### src/rtl/thread_issue_arbiter.sv
// thread_issue_arbiter
// Round-robin issue arbiter for NTHREAD requesting threads feeding a LAT-deep
// memory pipeline. One operation is granted per cycle. The granted operation
// is presented on registered iss_* outputs the following cycle, and a count of
// operations still in the pipeline is maintained.
//
// Optional feature: define THREAD_ISSUE_HAZARD_CHECK_EN to build the per-thread
// read/write-after-write hazard scoreboard. Without it no address comparators
// exist and every valid thread is eligible unless hold or rst is asserted.
module thread_issue_arbiter #(
    parameter int NTHREAD = 4,
    parameter int LAT     = 69,
    parameter int AW      = 9
) (
    input  logic                       clk,
    input  logic                       rst,
    input  logic [NTHREAD-1:0]         req_valid,
    input  logic [NTHREAD*AW-1:0]      req_raddr0,
    input  logic [NTHREAD*AW-1:0]      req_raddr1,
    input  logic [NTHREAD*AW-1:0]      req_waddr,
    input  logic [NTHREAD-1:0]         req_we,
    input  logic                       hold,
    output logic [NTHREAD-1:0]         req_ready,
    output logic                       iss_valid,
    output logic [$clog2(NTHREAD)-1:0] iss_thread,
    output logic [AW-1:0]              iss_raddr0,
    output logic [AW-1:0]              iss_raddr1,
    output logic [AW-1:0]              iss_waddr,
    output logic                       iss_we,
    output logic [$clog2(LAT+1)-1:0]   inflight,
    output logic                       drained
);

    localparam int TW = $clog2(NTHREAD);
    localparam int IW = $clog2(LAT+1);

    // Arbitration state
    logic [TW-1:0]      ptr_reg;
    logic [NTHREAD-1:0] hazard;
    logic [NTHREAD-1:0] eligible;
    logic               grant_any;
    logic [TW-1:0]      grant_idx;
    logic [TW-1:0]      cand;

    // Fields of the granted thread
    logic [AW-1:0]      sel_raddr0;
    logic [AW-1:0]      sel_raddr1;
    logic [AW-1:0]      sel_waddr;
    logic               sel_we;

    // Issue registers
    logic               iss_valid_reg;
    logic [TW-1:0]      iss_thread_reg;
    logic [AW-1:0]      iss_raddr0_reg;
    logic [AW-1:0]      iss_raddr1_reg;
    logic [AW-1:0]      iss_waddr_reg;
    logic               iss_we_reg;

    // Occupancy tracking: busy_reg[i] set means an operation was granted i+1
    // cycles ago; the last stage marks the retirement of that operation.
    logic [LAT-1:0]     busy_reg;
    logic [IW-1:0]      inflight_reg;
    logic               retire;

    // Reset and hold both mask every request so nothing transfers in those cycles
    assign eligible = req_valid & ~hazard & {NTHREAD{~hold & ~rst}};

    // Round-robin search starting at ptr; NTHREAD is a power of two so the
    // TW-bit addition wraps naturally
    always_comb begin
        grant_any = 1'b0;
        grant_idx = ptr_reg;
        cand      = ptr_reg;
        for (int i = 0; i < NTHREAD; i++) begin
            cand = ptr_reg + TW'(i);
            if (!grant_any && eligible[cand]) begin
                grant_any = 1'b1;
                grant_idx = cand;
            end
        end
    end

    assign req_ready  = grant_any ? (NTHREAD'(1) << grant_idx) : '0;

    assign sel_raddr0 = req_raddr0[grant_idx*AW +: AW];
    assign sel_raddr1 = req_raddr1[grant_idx*AW +: AW];
    assign sel_waddr  = req_waddr[grant_idx*AW +: AW];
    assign sel_we     = req_we[grant_idx];

    // Pointer moves past the granted thread; it stays put when nothing is granted
    always_ff @(posedge clk) begin
        if (rst) begin
            ptr_reg <= '0;
        end else if (grant_any) begin
            ptr_reg <= grant_idx + 1'b1;
        end
    end

    // Issue stage: strobe every cycle, fields only load on a grant
    always_ff @(posedge clk) begin
        if (rst) begin
            iss_valid_reg  <= 1'b0;
            iss_thread_reg <= '0;
            iss_raddr0_reg <= '0;
            iss_raddr1_reg <= '0;
            iss_waddr_reg  <= '0;
            iss_we_reg     <= 1'b0;
        end else begin
            iss_valid_reg <= grant_any;
            if (grant_any) begin
                iss_thread_reg <= grant_idx;
                iss_raddr0_reg <= sel_raddr0;
                iss_raddr1_reg <= sel_raddr1;
                iss_waddr_reg  <= sel_waddr;
                iss_we_reg     <= sel_we;
            end
        end
    end

    // Occupancy shift line; reset drops every entry so no retirement follows
    always_ff @(posedge clk) begin
        if (rst) begin
            busy_reg <= '0;
        end else begin
            busy_reg[0] <= grant_any;
            for (int i = 1; i < LAT; i++) begin
                busy_reg[i] <= busy_reg[i-1];
            end
        end
    end

    assign retire = busy_reg[LAT-1];

    // In-flight counter; a grant and a retirement in the same cycle cancel
    always_ff @(posedge clk) begin
        if (rst) begin
            inflight_reg <= '0;
        end else if (grant_any && !retire) begin
            inflight_reg <= inflight_reg + 1'b1;
        end else if (!grant_any && retire) begin
            inflight_reg <= inflight_reg - 1'b1;
        end
    end

`ifdef THREAD_ISSUE_HAZARD_CHECK_EN
    // Write-back window: stage i holds a writing operation granted i+1 cycles ago
    logic [LAT-1:0] sb_wr_reg;
    logic [TW-1:0]  sb_thread_reg [LAT];
    logic [AW-1:0]  sb_waddr_reg  [LAT];

    // Entry valid bits, cleared by reset
    always_ff @(posedge clk) begin
        if (rst) begin
            sb_wr_reg <= '0;
        end else begin
            sb_wr_reg[0] <= grant_any & sel_we;
            for (int i = 1; i < LAT; i++) begin
                sb_wr_reg[i] <= sb_wr_reg[i-1];
            end
        end
    end

    // Entry payload; only meaningful where the matching valid bit is set
    always_ff @(posedge clk) begin
        sb_thread_reg[0] <= grant_idx;
        sb_waddr_reg[0]  <= sel_waddr;
        for (int i = 1; i < LAT; i++) begin
            sb_thread_reg[i] <= sb_thread_reg[i-1];
            sb_waddr_reg[i]  <= sb_waddr_reg[i-1];
        end
    end

    // A thread is blocked only by its own pending writes touching any of its addresses
    for (genvar gi = 0; gi < NTHREAD; gi++) begin : g_hazard
        logic [LAT-1:0] hit;
        for (genvar gj = 0; gj < LAT; gj++) begin : g_stage
            assign hit[gj] = sb_wr_reg[gj]
                          && (sb_thread_reg[gj] == TW'(gi))
                          && ((sb_waddr_reg[gj] == req_raddr0[gi*AW +: AW])
                           || (sb_waddr_reg[gj] == req_raddr1[gi*AW +: AW])
                           || (sb_waddr_reg[gj] == req_waddr[gi*AW +: AW]));
        end
        assign hazard[gi] = |hit;
    end
`else
    assign hazard = '0;
`endif

    assign iss_valid  = iss_valid_reg;
    assign iss_thread = iss_thread_reg;
    assign iss_raddr0 = iss_raddr0_reg;
    assign iss_raddr1 = iss_raddr1_reg;
    assign iss_waddr  = iss_waddr_reg;
    assign iss_we     = iss_we_reg;
    assign inflight   = inflight_reg;
    assign drained    = (inflight_reg == '0);

endmodule

### config.mk
export PLATFORM = sky130hd
export DESIGN_NAME = thread_issue_arbiter
export DESIGN_NICKNAME = d
export VERILOG_FILES = /design/src/rtl/thread_issue_arbiter.sv
export SDC_FILE = /design/constraint.sdc
export NUM_CORES = 1
export LEC_CHECK = 0
export ABC_AREA = 1
export CORE_AREA = 3 3 89 133
export DETAILED_ROUTE_END_ITERATION = 6
export DIE_AREA = 0 0 92 136
export PLACE_DENSITY = 0.8
export SLEW_MARGIN = 20
export SYNTH_ARGS = -nofsm -noshare
export SYNTH_HDL_FRONTEND = slang
export SYNTH_SLANG_ARGS = --single-unit
### constraint.sdc
create_clock -name clk -period 3.6 [get_ports clk]
set_clock_uncertainty 0.05 [all_clocks]
set_input_delay 0.72 -clock clk [delete_from_list [all_inputs] [get_ports clk]]
set_output_delay 0.72 -clock clk [all_outputs]
set_load 0.005 [all_outputs]
# --- After elaboration in Yosys (flattened, before gate mapping) ---
# Index checks and enable logic that the tools add are counted.
op_classes:
  addsub: 6
  n_mul: 1
  magnitude_cmp: 5
  shift: 4
  mux: 20
  bitwise: 4
  reduce_logical: 12
ops:
  columns: ["cell", "n"]
  rows:
  - ["$shiftx 36x7->9", 3]
  - ["$lt 2x3->1 const B", 5]
  - ["$mux 7", 2]
  - ["$bmux 1 s2", 5]
  - ["$mux 1", 9]
  - ["$add 7x1->7 const B", 1]
  - ["$logic_not 7->1", 1]
  - ["$sub 7x1->7 const B", 1]
  - ["$mul 2x4->6 const B", 1]
  - ["$mux 2", 3]
  - ["$logic_and 1x1->1", 5]
  - ["$logic_not 1->1", 5]
  - ["$add 2x1->2 const B", 2]
  - ["$add 2x2->2 const B", 2]
  - ["$and 4x4->4", 1]
  - ["$mux 4", 1]
  - ["$shl 1x2->4 const A", 1]
  - ["$not 1->1", 2]
  - ["$reduce_bool 2->1", 1]
  - ["$and 1x1->1", 1]
totals:
  regBits: 109
  input_bits: 119
  output_inout_bits: 43
  wordCells: 61

# --- Depth between registers and ports, before layout ---
logic_depth:
  ltp_word: 19
  depth_mapped: 22
  mapped_depth_nobuf: 20

# --- Least setup slack after synthesis ---
# No wires, ideal clock.
synth_path:
  path_type: "input port to flip-flop"
  startpoint: "input port rst"
  endpoint: "register inflight_reg[6], in the netlist inflight[6]"
  setup_ps: 119
  t_arrival_ps: 3168
  t_required_ps: 3431
  path_slack_ps: 263
  cell_stages: 21
  path_buffers: 1
  cell_sequence: "nor2_4 nand3_1 nand2_1 nand2_1 nand2_2 nor2_8 nand3_2 clkbuf_1 ha_1 inv_1 fa_1 nand3_1 nand2_1 nand2_1 nand2_1 a21oi_1 nor2_1 nor2_1 nand2_1 o21ai_0 a21oi_1"
synth_via:
  elab_chain_cells: 18
  word_cells_on_any_way: 26
  cone_classes: "13 x mux; 3 x bitwise; 10 x reduce/logical"
synth_rtl:
  columns: ["element", "line", "source"]
  rows:
  - ["from (decl)", "16", "input logic rst,"]
  - ["$not 1->1 *", "66", "assign eligible = req_valid & ~hazard & {NTHREAD{~hold & ~rst}};"]
  - ["$and 1x1->1 *", "66", null]
  - ["$and 4x4->4 *", "66", null]
  - ["$bmux 1 s2", "76", "if (!grant_any && eligible[cand]) begin"]
  - ["$mux 1 (not written as such)", "76", null]
  - ["$mux 1", "76", null]
  - ["$logic_not 1->1", "76", null]
  - ["$logic_and 1x1->1", "76", null]
  - ["(+3 left out)", null, null]
  - ["$mux 1", "76", null]
  - ["$logic_not 1->1", "76", null]
  - ["$logic_and 1x1->1", "76", null]
  - ["$mux 1 *", "76", null]
  - ["via grant_any", "41", "logic grant_any;"]
  - ["$logic_not 1->1", "140", "end else if (!grant_any && retire) begin"]
  - ["$logic_and 1x1->1", "140", null]
  - ["$reduce_bool 2->1 (no source line)", null, null]
  - ["to (signal assigned)", "139", "inflight_reg <= inflight_reg + 1'b1;"]
  - ["to (signal assigned)", "141", "inflight_reg <= inflight_reg - 1'b1;"]
  - ["to (decl)", "62", "logic [IW-1:0] inflight_reg;"]
# The timed path passes the listed nets; every way through them passes the cells marked *. The select of a mux whose other input is x is not followed.
# A chain may end at the register's enable or synchronous reset.

# --- Final worst setup path ---
layout_path:
  startpoint: "input port req_valid[1]"
  endpoint: "output port req_ready[0]"
layout_via:
  elab_chain_cells: 15
  word_cells_on_any_way: 24
  cone_classes: "1 x shift; 16 x mux; 1 x bitwise; 6 x reduce/logical"
layout_rtl:
  columns: ["element", "line", "source"]
  rows:
  - ["from (decl)", "17", "input logic [NTHREAD-1:0] req_valid,"]
  - ["$and 4x4->4 *", "66", null]
  - ["$bmux 1 s2", "76", null]
  - ["$mux 1 (not written as such)", "76", null]
  - ["$mux 1", "76", null]
  - ["$logic_not 1->1", "76", null]
  - ["$logic_and 1x1->1", "76", null]
  - ["$mux 1", "76", null]
  - ["$logic_not 1->1", "76", null]
  - ["$logic_and 1x1->1", "76", null]
  - ["$mux 1", "76", null]
  - ["$logic_not 1->1", "76", null]
  - ["$logic_and 1x1->1", "76", null]
  - ["$mux 2", "76", null]
  - ["$shl 1x2->4", "83", "assign req_ready = grant_any ? (NTHREAD'(1) << grant_idx) : '0;"]
  - ["$mux 4 *", "83", null]
  - ["to (decl)", "23", "output logic [NTHREAD-1:0] req_ready,"]
# Every way passes the cells marked *; elsewhere a longest branch is shown, timed or not. The select of a mux whose other input is x is not followed.

==> qor.txt <==
Starting density of the core - 47.1%
Via density per instance - 4.53
Maximum VDD drop - 0.000569 V
Hold path depth - 2
Final non-filler cell total - 1077
Min-Delay Path Class - reg2reg
Row cnt - 46
DR iter-0 viols - 195
Die height - 136 um
Residual DRC - 0
Crit path capture type - output pin
WHS - 0.353 ns
Die Area - 12500 um^2
Clock Sink Count - 108
Area growth, synth to finish - 42.1%
Final ANT Viol Nets - 0
Worst-path clk slew - 0.08 ns
Crit Path Max Fanout - 5
Switching Fraction - 45.6%
Sequential Power Share - 23.5%
Synth Flop Type - dfxtp_1
Final GP Congestion - 0.864
CTS tree - built
Power per standard cell area - 935 nW/um^2
CP Data Arrival Time - 2.69 ns
Post-Place Cells - 1060
Grt ovf - 0
Final setup viols - 0
Post-synth ARST share - 0%
WL per Instance - 12.0 um
# hold bufs at CTS - 0
Crit path from - req_valid[1]
Max-slew violation count - 0
Status - finished, final reports clean
Antenna Cells - 0
Htree depth - 3
Max-Slew Margin vs Limit - 53.8%
Hold EP - busy_reg[24]
#FFs+latches synth - 108
Synth Instances - 767
Port bufs - 161
Ratio of cells with drive above 1 in the final layout - 8.15%
Yosys warns - 0
DP HPWL - 9280 um
HP Start - busy_reg[23]
Total CTS buffers - 9
Via count - 4880
Final worst-path cycle share - 96.2%
RR Startpoint - ptr_reg[1]
Root Buffer Master - clkbuf_16
Power Total - 6700 uW
Comb power frac - 62.1%
Fillcell total - 1004
Setup TNS - 0 ns
Tmin final - 3.46 ns
Worst skew pair latency - 0.34 ns
Antenna violations before repair - 0
Vias in the first global route - 4619
Total Nets Final - 1059
CP required - 2.83 ns
GR Util All Layers - 21.1%
I/O pin count - 162
Worst-Margin Slew - 0.692 ns
Synthesized area per cell - 6.58 um^2
Syn_nets - 898
Worst setup SP type - primary input
Post-synth cell types - 25
EDFF count, synth - 0
Net load switching power - 3060 uW
Largest net degree at the start of global routing - 76
Clock Tree Buf Depth - 2
Total Wirelength - 12900 um
Max reg flops - 69
Reg-to-Reg End - inflight[6]
Final Hold Vio Count - 0
Leakage power total - 0.00344 uW
Total iterations of the first detailed-routing run - 4
Cell area after synthesis - 5040 um^2
First-pass GRT wire length - 21500 um
Pint - 3640 uW
Worst r2r path cells - 20
MaxCap Viol Count - 0
Unrepaired setup endpoints after global routing - no
Clock network power share - 14.4%
Die X - 92 um
Core box area - 10700 um^2
Critical path type - in2out
Seq/Total Area, Yosys - 42.9%
R2R setup slack - 0.46 ns
Max Clk Rate - 289 MHz
==> Yosys cell counts, types with 2 or more instances <==
library cell,n,area share [%]
buf_2,13,1.3
inv_2,2,0.15
nand2_1,322,24
ha_1,11,2.7
nand3_2,2,0.40
nor2_1,80,6.0
nand3_1,76,7.5
o21ai_0,8,0.79
a21oi_1,8,0.79
clkbuf_1,9,0.67
xor2_1,5,0.87
buf_6,3,0.67
inv_1,91,6.8
buf_1,7,0.52
buf_4,9,1.3
dfxtp_1,108,43
nand2_2,5,0.62
==> power by group through the flow <==
stage | Combinational [uW] | Sequential [uW] | Clock (uW)
after floorplan | 2840 | 1560 | 0
after global placement | 4100 | 1590 | 0
after detailed placement | 4160 | 1600 | 0
after CTS | 4180 | 1570 | 981
after global routing | 4780 | 1600 | 1030
final | 4160 | 1570 | 965
==> critical path: stages <==
cell             delay (ns)
clkdlybuf4s50_1        0.54
nand3_2                0.10
nand2_2                0.09
nand2_1                0.06
nand2_2                0.14
nand2_1                0.09
nand2_1                0.06
nand2_1                0.05
nand2_1                0.05
nand2_1                0.06
nand2_1                0.08
nand2_2                0.09
ha_1                   0.21
inv_1                  0.06
nor2_1                 0.04
dlygate4sd2_1          0.27
==> layer usage <==
metal	vias to the layer above	GRT usage, %	part of all wire, %
met5	-	0	0
met4	0	7.27	2.2
met3	22	6.98	7.8
met2	157	36.6	49
met1	2093	24.4	41
li1	2608	-	-
==> worst max path at each step <==
stage	endpoint	slack [ns]
floorplan	inflight[6]	0.26
global placement	req_ready[3]	-0.20
detailed placement	req_ready[2]	-0.24
CTS	req_ready[3]	0.004
global route	req_ready[0]	0.02
finish	req_ready[0]	0.14
==> metrics by stage <==
| stage | instance area (um^2) | setup WS (ns) | util [%] |
|---|---|---|---|
| 2_1_floorplan | 5040 | 0.263 | - |
| 3_5_place_dp | 6830 | -0.245 | 63.8 |
| 5_1_grt | 7170 | 0.0206 | 67.0 |
| 4_1_cts | 7120 | 0.00433 | 66.5 |
| 3_3_place_gp | 6830 | -0.203 | 63.8 |
| 6_report | 7170 | 0.138 | 67.0 |
==> logic make-up (layout without fill, tap and decap cells) <==
family                   after synthesis  in the layout  share of synthesized area [%]
adder cells (fa/ha/maj)               12             12                           3.12
buffers and inverters                134            300                           11.4
AO/OA/AOI/OAI                         17             17                           1.74
flip-flops                           108            108                           42.9
AND/OR/NAND/NOR                      490            490                           39.5
XOR/XNOR                               6              6                           1.41
==> layout by cell type (no fill, tap or decap), drive strengths merged, types with 11 or more instances in the layout <==
cell type	n
clkdlybuf4s50	155
clkbuf	11
nand3	78
dfxtp	108
nor2	83
inv	95
ha	11
buf	31
nand2	327
==> cell type report <==
type	instances	area (um^2)	share of cell area (%)
repair buffers	191	1820	25.4
clock buffers	9	225	3.14
inverters	93	349	4.87
multi-input cells	525	2350	32.9
flip-flops and latches	108	2160	30.2
clock inverters	7	73.8	1.03
well taps	144	180	2.51
==> repair_timing <==
item / 4_1_cts / 5_1_grt
pin swaps: 4 / 7
buffers inserted: 0 / 1
setup endpoints to repair: 4 / 6
resized for setup: 6 / 17
(Power assumes the default switching activity.)
